$ cat src/rtl/seg7_scan_driver.sv
// seg7_scan_driver: time-multiplexed driver for an 8-digit seven-segment display.
//
// Each digit owns a slot of DIGIT_CYCLES clocks. The first BLANK_CYCLES clocks of a slot
// keep every anode off so the previous digit's pattern cannot ghost into the next one.
// The pattern and enable for the slot's digit are captured once, on the edge that ends
// the last blank cycle, and held until the slot ends, so input writes never tear a lit digit.
//
// Ports:
//   clock          system clock
//   reset          asynchronous, active-high reset
//   seg_in_0..7    logical segment pattern per digit (1 = lit; bit7 = dp, bits6..0 = g..a)
//   digit_en       per-digit enable; a cleared bit keeps that digit dark during its slot
//   seg_out        physical segment lines (polarity from SEG_ACTIVE_LOW)
//   an_out         physical digit selects, one-hot when lit (polarity from AN_ACTIVE_LOW)
//   scan_idx       index of the digit owning the current slot
//   frame_tick     one-cycle pulse on the first cycle of each new 8-digit frame
module seg7_scan_driver #(
  parameter int unsigned DIGIT_CYCLES   = 1000,
  parameter int unsigned BLANK_CYCLES   = 16,
  parameter bit          SEG_ACTIVE_LOW = 1'b1,
  parameter bit          AN_ACTIVE_LOW  = 1'b1
) (
  input  logic       clock,
  input  logic       reset,
  input  logic [7:0] seg_in_0,
  input  logic [7:0] seg_in_1,
  input  logic [7:0] seg_in_2,
  input  logic [7:0] seg_in_3,
  input  logic [7:0] seg_in_4,
  input  logic [7:0] seg_in_5,
  input  logic [7:0] seg_in_6,
  input  logic [7:0] seg_in_7,
  input  logic [7:0] digit_en,
  output logic [7:0] seg_out,
  output logic [7:0] an_out,
  output logic [2:0] scan_idx,
  output logic       frame_tick
);

  localparam logic [7:0]  SegOff   = SEG_ACTIVE_LOW ? 8'hFF : 8'h00;
  localparam logic [7:0]  AnOff    = AN_ACTIVE_LOW ? 8'hFF : 8'h00;
  localparam logic [15:0] LastCnt  = 16'(DIGIT_CYCLES - 1);
  localparam logic [15:0] LatchCnt = 16'(BLANK_CYCLES - 1);

  logic [15:0] cnt_q, cnt_d;
  logic [2:0]  scan_idx_q, scan_idx_d;
  logic [7:0]  seg_out_q, seg_out_d;
  logic [7:0]  an_out_q, an_out_d;
  logic        frame_tick_q, frame_tick_d;

  logic [7:0]  seg_sel;
  logic [7:0]  an_onehot;
  logic        slot_end;
  logic        latch_edge;

  // Pattern of the digit that owns the current slot.
  always_comb begin
    seg_sel = seg_in_0;
    case (scan_idx_q)
      3'd0:    seg_sel = seg_in_0;
      3'd1:    seg_sel = seg_in_1;
      3'd2:    seg_sel = seg_in_2;
      3'd3:    seg_sel = seg_in_3;
      3'd4:    seg_sel = seg_in_4;
      3'd5:    seg_sel = seg_in_5;
      3'd6:    seg_sel = seg_in_6;
      default: seg_sel = seg_in_7;
    endcase
  end

  always_comb begin
    an_onehot    = 8'h01 << scan_idx_q;
    slot_end     = (cnt_q == LastCnt);
    latch_edge   = (cnt_q == LatchCnt);

    cnt_d        = cnt_q + 16'd1;
    scan_idx_d   = scan_idx_q;
    seg_out_d    = seg_out_q;
    an_out_d     = an_out_q;
    frame_tick_d = 1'b0;

    if (slot_end) begin
      cnt_d        = '0;
      scan_idx_d   = scan_idx_q + 3'd1;
      seg_out_d    = SegOff;
      an_out_d     = AnOff;
      // Marks the first blank cycle of slot 0.
      frame_tick_d = (scan_idx_q == 3'd7);
    end else if (latch_edge) begin
      if (digit_en[scan_idx_q]) begin
        seg_out_d = SEG_ACTIVE_LOW ? ~seg_sel : seg_sel;
        an_out_d  = AN_ACTIVE_LOW ? ~an_onehot : an_onehot;
      end else begin
        // Disabled digits still consume their slot to keep the refresh rate constant.
        seg_out_d = SegOff;
        an_out_d  = AnOff;
      end
    end
  end

  always_ff @(posedge clock or posedge reset) begin
    if (reset) begin
      cnt_q        <= '0;
      scan_idx_q   <= '0;
      seg_out_q    <= SegOff;
      an_out_q     <= AnOff;
      frame_tick_q <= 1'b0;
    end else begin
      cnt_q        <= cnt_d;
      scan_idx_q   <= scan_idx_d;
      seg_out_q    <= seg_out_d;
      an_out_q     <= an_out_d;
      frame_tick_q <= frame_tick_d;
    end
  end

  assign seg_out    = seg_out_q;
  assign an_out     = an_out_q;
  assign scan_idx   = scan_idx_q;
  assign frame_tick = frame_tick_q;

endmodule

$ cat config.mk
export PLATFORM = sky130hd
export DESIGN_NAME = seg7_scan_driver
export DESIGN_NICKNAME = d
export VERILOG_FILES = /design/src/rtl/seg7_scan_driver.sv
export SDC_FILE = /design/constraint.sdc
export NUM_CORES = 1
export LEC_CHECK = 0
export CAP_MARGIN = 20
export CORE_MARGIN = 5
export CORE_UTILIZATION = 35
export DETAILED_ROUTE_END_ITERATION = 10
export GPL_ROUTABILITY_DRIVEN = 0
export PLACE_DENSITY = 0.71
export RECOVER_POWER = 50
export SYNTH_ARGS = -nofsm -noshare
export SYNTH_HDL_FRONTEND = slang
export SYNTH_SLANG_ARGS = --single-unit
$ cat constraint.sdc
create_clock -name clock -period 3 [get_ports clock]
set_input_delay 0.45 -clock clock [delete_from_list [all_inputs] [get_ports clock]]
set_output_delay 0.45 -clock clock [all_outputs]
set_load 0.02 [all_outputs]
==> out/metrics.csv, run 1 <==
metric,value,unit
Slew Limit Fails,37,
die height,89.66,um
Slew headroom,-0.2228,
H-tree depth,2,
Synth Net Count,304,
skew final,0.01230,ns
Peak VDD IR,0.0001891,V
Die ar.,0.008038,sq mm
WHS Path Cells,1,
DR vias,2171,
Setup crit end kind,flip-flop,
crit-path leading delay family,simple AND/OR/NAND/NOR gates,
Fin Setup TNS,0,ns
Netlist cell types,41,
Levels on crit path,5,
Yosys top cell by area,dfrtp_1,
worst-path fanout max,16,
area of placed instances,0.003218,sq mm
worst r2r src,scan_idx[0],
Worst setup SP type,flip-flop,
post-synth top area share,0.2254,
synth warn,0,
vias per inst,5.567,
Setup Viol. Count Final,0,
largest cells by area after synthesis,"dfrtp_1 23%, dfstp_2 19%, a21oi_1 5.2%",
initial antenna violation count,0,
nets,394,
root buffer cell,clkbuf_8,
Post-CTS Setup Bufs,0,
gr ovfl total,0,
drt pass-1 iters,4,
failing checks,"capacitance limit, slew limit",
hold buffer count at cts,0,
"EDFF count, synth",0,
fin area,0.003313,sq mm
# DRC,0,
r2r setup slk,0.68,ns
Inst Count DP,381,
Total Routing Usage GR,0.1768,
crit path time final,2.316,ns
HP Start,cnt_q[0],
Worst path max stage delay,0.66,ns
Clock Latency Late Sink,0.29,ns
Reg2Reg Depth,5,
Filler cells,577,
first-pass GRT wire length,10890,um
Max Clock Freq,431.8,MHz
Tightest Pin Transition,1.834,ns
layout cells sized above 1,0.1278,
clock-pin slew on the worst setup and hold paths,0.07,ns
Final Hold Vio Count,0,
number of global-route vias before repair,2188,
drt first-iter violations,145,
layout overhead on the synthesized area,49.18,%
"Cell Area, Synth",0.002221,sq mm
CP startpoint,scan_idx[0],
Pwr Total,0.001015,W
CTS max path bufs,2,
# diodes,0,
Critical Path AT,2.53,ns
CTS Buf Count,5,
largest net degree at the start of global routing,37,
status,"finished, violations left",
Core ar.,0.006277,sq mm
Async SR Flop Fraction,1.000,
Layout Cells excl Fill,390,
Die X,89.66,um
RSZ-0062 raised after global routing,false,
DP HPWL,5353,um
Initial Util,0.3538,
"top cells by count, synth","23 x a21oi_1, 20 x dfrtp_1, 16 x a31oi_1, 16 x dfstp_2, 15 x nor2_1",
top-count cell post-synth,a21oi_1,
Sink Count,36,
Power Density,306.3,mW/mm^2
Main synth FF type,dfrtp_1,
Pleak,1.300,nW
Post-CTS Resized,0,
register area share after synthesis,0.4146,
CP max-delay cell,or4_1,
Synth Instances,222,
WL final,6782,um
post-DR wirelength/cell,17.39,um
Ports,94,
crit path kind,reg2reg,
mean area per synthesized cell,10.00,sq um
Final ANT Viol Nets,0,
Buf/Inv on CP,1,
post-route clock period utilization,0.7720,
std cell rows,29,
Worst EP required,3.21,ns
#FFs+latches synth,36,
"Cell Chain, Critical Path",inv_1 > ha_1 > or4_1 > o22a_1 > a31oi_1,
CTS tree,built,
Hold Crit Class,reg2reg,
Max-cap violations,1,
port bufs,93,
path summary, 6_finish.rpt:
check / end
setup / recovery: seg_out[6]
hold / removal: cnt_q[0]
setup reg to reg: seg_out[6]
hold reg to reg: cnt_q[0]
max in group asynchronous: cnt_q[13]
min in group asynchronous: cnt_q[10]
registers in the layout, indices dropped and copies added (netlist names):
signal	cells
cnt_q	16
seg_out	8
frame_tick	1
an_out	8
scan_idx	3
stage by stage:
step | worst slack, ns | hold slack (ns) | util
6_report | 0.6839 | 0.4789 | 0.5278
5_1_grt | 0.3427 | 0.5231 | 0.5278
4_1_cts | 0.6830 | 0.4806 | 0.5276
3_5_place_dp | 0.5119 | 0.4721 | 0.5127
3_3_place_gp | 0.5874 | 0.4646 | 0.5127
2_1_floorplan | 0.6494 | 0.4479 | -
layer usage:
| metal | vias up | GRT usage | part of all wire |
|---|---|---|---|
| met1 | 1067 | 0.2340 | 0.44 |
| met4 | 0 | 0.05548 | 0.023 |
| met2 | 56 | 0.2992 | 0.50 |
| li1 | 1033 | - | - |
| met3 | 15 | 0.02372 | 0.036 |
| met5 | - | 0 | 0 |
logic make-up after synthesis:
kind of cell	synth area share
compound gates	0.2192
simple gates	0.1465
flops	0.4146
buf+inv	0.04564
xor+xnor	0.05916
mux	0.06986
fa+ha+maj	0.04507
worst register-to-register path: cells and delay by family (launching register included):
| family | cells | cell delay (ns) |
|---|---|---|
| AOI/OAI and AO/OA | 2 | 0.46 |
| adders and majority gates | 1 | 0.45 |
| buffers and inverters | 1 | 0.12 |
| DFF | 1 | 0.55 |
| and+or+nand+nor | 1 | 0.66 |
final cells by class:
class / count / area (sq um) / area share
clock buffers: 7 / 86.33 / 0.02606
repair buffers: 101 / 984.7 / 0.2972
inverters: 5 / 18.77 / 0.005665
flip-flops and latches: 36 / 920.9 / 0.2779
well taps: 77 / 96.34 / 0.02908
clock inverters: 1 / 7.507 / 0.002266
multi-input cells: 163 / 1199 / 0.3618
cell usage in the layout, fill, tap and decap left out, types with 3 or more instances in the layout:
cell type,n
o22a_1,5
nand2_1,6
a22o_1,4
nor2_1,15
a221o_1,5
clkbuf_8,6
mux2_2,6
mux2_1,4
a21oi_1,23
clkdlybuf4s50_1,91
buf_4,6
nand4_1,9
ha_1,8
and4_1,3
a221oi_1,5
nand3_1,4
xnor2_1,7
a22oi_1,10
xor2_1,8
dfrtp_1,20
a31oi_1,16
inv_1,5
dfstp_2,16
report_power, final:
group | switching (W) | total [W] | internal (W) | leakage [nW]
Sequential | 0.00000447 | 0.000501 | 0.000497 | 0.434
Combinational | 0.0000478 | 0.000158 | 0.000110 | 0.822
Clock | 0.000169 | 0.000356 | 0.000187 | 0.0445
Total | 0.000222 | 0.00101 | 0.000793 | 1.30
Power figures use the tool's default switching activity.
==> inputs of run 2 (changes only) <==
==> constraint.sdc (replaced) <==
create_clock -name clock -period 2.2 [get_ports clock]
set_input_delay 0.33 -clock clock [delete_from_list [all_inputs] [get_ports clock]]
set_output_delay 0.33 -clock clock [all_outputs]
set_load 0.02 [all_outputs]
==> run 2 against run 1 <==
Against the previous run: the flow now finishes without violations; power is 36% higher; non-clock buffer count is 4 higher; critical path depth is 1 lower; worst setup slack worse by 0.58 ns; via count is 0.60% higher; largest cell class unchanged; highest routed layer unchanged.
==> out/metrics.csv, run 2 (synthesis gave the netlist of run 1 again) <==
metric,value,unit,change
final core utilization,0.5368,,was 0.5278
nets,398,,was 394
Buf/Inv on CP,0,,was 1
Pint,0.001085,W,was 0.0007933 W
CP startpoint,cnt_q[10],,was scan_idx[0]
Clock Latency Late Sink,0.29,ns,about the same
CTS Buf Count,5,,unchanged
Hold Crit Class,reg2reg,,unchanged
Peak VDD IR,0.0002357,V,was 0.0001891 V
first-pass GRT wire length,10890,um,unchanged
largest net degree at the start of global routing,37,,unchanged
Worst EP required,2.40,ns,was 3.21 ns
Fin Setup TNS,0,ns,unchanged
"most used cell, CP",or4_4,,
status,"finished, final reports clean",,"was finished, violations left"
Final Hold Vio Count,0,,unchanged
drt first-iter violations,112,,was 145
Max-cap violations,0,,was 1
Critical Path AT,2.29,ns,was 2.53 ns
layout overhead on the synthesized area,51.72,%,was 49.18%
Levels on crit path,4,,was 5
port bufs,93,,unchanged
Layout Cells excl Fill,394,,was 390
initial antenna violation count,0,,unchanged
worst-path fanout max,11,,was 16
Power Density,410.3,mW/mm^2,was 306.3 mW/mm^2
number of global-route vias before repair,2199,,"was 2,188"
Largest Register,cnt_q,,unchanged
gr ovfl total,0,,unchanged
std cell rows,29,,unchanged
post-DR wirelength/cell,17.07,um,was 17.39 um
area of placed instances,0.003263,sq mm,was 0.003218 sq mm
H-tree depth,2,,unchanged
Inst Count DP,386,,was 381
Filler cells,568,,was 577
"Cell Chain, Critical Path",or4_4 > or4_4 > nor3b_1 > a31oi_1,,was inv_1 > ha_1 > or4_1 > o22a_1 > a31oi_1
CTS max path bufs,2,,unchanged
Reg2Reg Depth,4,,was 5
Ports,94,,unchanged
worst hold-check slack,0.4792,ns,was 0.4789 ns
DP HPWL,5284,um,was 5353 um
switch share,0.2155,,was 0.2184
Pleak,1.334,nW,was 1.300 nW
Net Sw Power,0.0002979,W,was 0.0002217 W
crit-path leading delay family,simple AND/OR/NAND/NOR gates,,unchanged
RSZ-0062 raised after global routing,false,,unchanged
Seq pwr share,0.494,,about the same
"commonest cells after routing, fill and taps aside","91 x clkdlybuf4s50_1, 23 x a21oi_1, 19 x dfrtp_1",,"was 91 x clkdlybuf4s50_1, 23 x a21oi_1, 20 x dfrtp_1"
r2r endpoint,an_out[0],,was seg_out[6]
Largest register FFs,16,,unchanged
# DRC,0,,unchanged
Clock power frac,0.349,,was 0.351
Multi-input gate area,0.001220,sq mm,was 0.001199 sq mm
crit path kind,reg2reg,,unchanged
"commonest non-fill, non-tap cell in the layout",clkdlybuf4s50_1,,unchanged
crit path time final,2.091,ns,was 2.316 ns
vias per inst,5.543,,was 5.567
WL final,6725,um,was 6782 um
die height,89.66,um,unchanged
Initial Util,0.3538,,unchanged
root buffer cell,clkbuf_8,,unchanged
Comb power frac,0.157,,was 0.155
post-route clock period utilization,0.9505,,was 0.7720
CTS tree,built,,unchanged
Worst Setup EP,an_out[0],,was seg_out[6]
layout cells sized above 1,0.1514,,was 0.1278
Setup Viol. Count Final,0,,unchanged
Core ar.,0.006277,sq mm,unchanged
Die ar.,0.008038,sq mm,unchanged
drt pass-1 iters,4,,unchanged
clock-pin slew on the worst setup and hold paths,0.07,ns,about the same
fin area,0.003369,sq mm,was 0.003313 sq mm
r2r setup slk,0.11,ns,was 0.68 ns
CP max-delay cell,or4_4,,was or4_1
# diodes,0,,unchanged
Max Clock Freq,478.2,MHz,was 431.8 MHz
Worst path max stage delay,0.61,ns,was 0.66 ns
worst r2r src,cnt_q[10],,was scan_idx[0]
Setup crit end kind,flip-flop,,unchanged
Worst setup SP type,flip-flop,,unchanged
Total Routing Usage GR,0.1753,,was 0.1768
Final ANT Viol Nets,0,,unchanged
Register Area,922.1,sq um,was 920.9 sq um
skew final,0.01067,ns,was 0.01230 ns
Tightest Pin Transition,0.8661,ns,was 1.834 ns
Slew Limit Fails,0,,was 37
Die X,89.66,um,unchanged
hold buffer count at cts,0,,unchanged
Slew headroom,0.4226,,was -0.2228
DR vias,2184,,"was 2,171"
Sink Count,36,,unchanged
-- run 2: changes by cell type in the layout (fill, tap and decap cells not counted), sizes merged --
cell      previous run  this run
clkinvlp             1         0
clkbuf               8         9
buf                  7        11
-- run 2: per-layer routing --
layer  vias to the layer above  GRT usage  share of wire
li1                       1036          -              -
met1                      1082     0.2321           0.44
met2                        51     0.2879           0.50
met3                        15    0.02646          0.034
met4                         0    0.06766          0.026
met5                         -          0              0
-- run 2: cell type report --
type,count,share of cell area
Tap cell,77,0.02859
Inverter,5,0.005570
Multi-Input combinational cell,163,0.3620
Timing Repair Buffer,105,0.3034
Clock buffer,8,0.02674
Sequential cell,36,0.2737
-- run 2: timing repair --
item	4_1_cts	5_1_grt
gates resized for setup	1	3
pin swaps	0	0
endpoints found under the setup margin	10	8
setup buffers	0	0
-- run 2: worst register-to-register path, delay by kind of cell, from the launching register on --
kind	cells	cell delay [ns]
AOI/OAI and AO/OA	1	0.20
DFF	1	0.41
and+or+nand+nor	3	1.40
-- run 2: worst min path at each step --
| stage | start | to | slack (ns) | depth (start not counted) |
|---|---|---|---|---|
| after floorplan | cnt_q[0] | cnt_q[0] | 0.45 | 1 |
| after global placement | cnt_q[0] | cnt_q[0] | 0.47 | 1 |
| after detailed placement | cnt_q[0] | cnt_q[0] | 0.47 | 1 |
| after CTS | reset | cnt_q[1] | 0.46 | 3 |
| after global routing | cnt_q[0] | cnt_q[0] | 0.51 | 1 |
| final | cnt_q[0] | cnt_q[0] | 0.48 | 1 |
-- run 2: through the flow --
step	worst slack [ns]	total power, W
after floorplan	0.05115	0.0007498
after global placement	-0.1208	0.0009090
after detailed placement	-0.2170	0.0009122
after CTS	0.03013	0.001395
after global routing	0.008712	0.001440
final	0.1089	0.001383
-- run 2: power groups by stage --
stage / clock network (W) / registers (W) / logic, W
global route: 0.000522 / 0.000684 / 0.000234
finish: 0.000482 / 0.000683 / 0.000217
detailed placement: 0 / 0.000694 / 0.000218
floorplan: 0 / 0.000705 / 0.0000451
global placement: 0 / 0.000694 / 0.000215
CTS: 0.000492 / 0.000683 / 0.000219
==> inputs of run 3 (changes only) <==
--- a/config.mk
+++ b/config.mk
@@ -8,6 +8,7 @@
 export CAP_MARGIN = 20
 export CORE_MARGIN = 5
 export CORE_UTILIZATION = 35
+export CTS_CLUSTER_DIAMETER = 60
 export DETAILED_ROUTE_END_ITERATION = 10
 export GPL_ROUTABILITY_DRIVEN = 0
 export PLACE_DENSITY = 0.71
==> results of run 3 <==
Same layout as run 2: the final DEF is identical, and so are final timing and power.
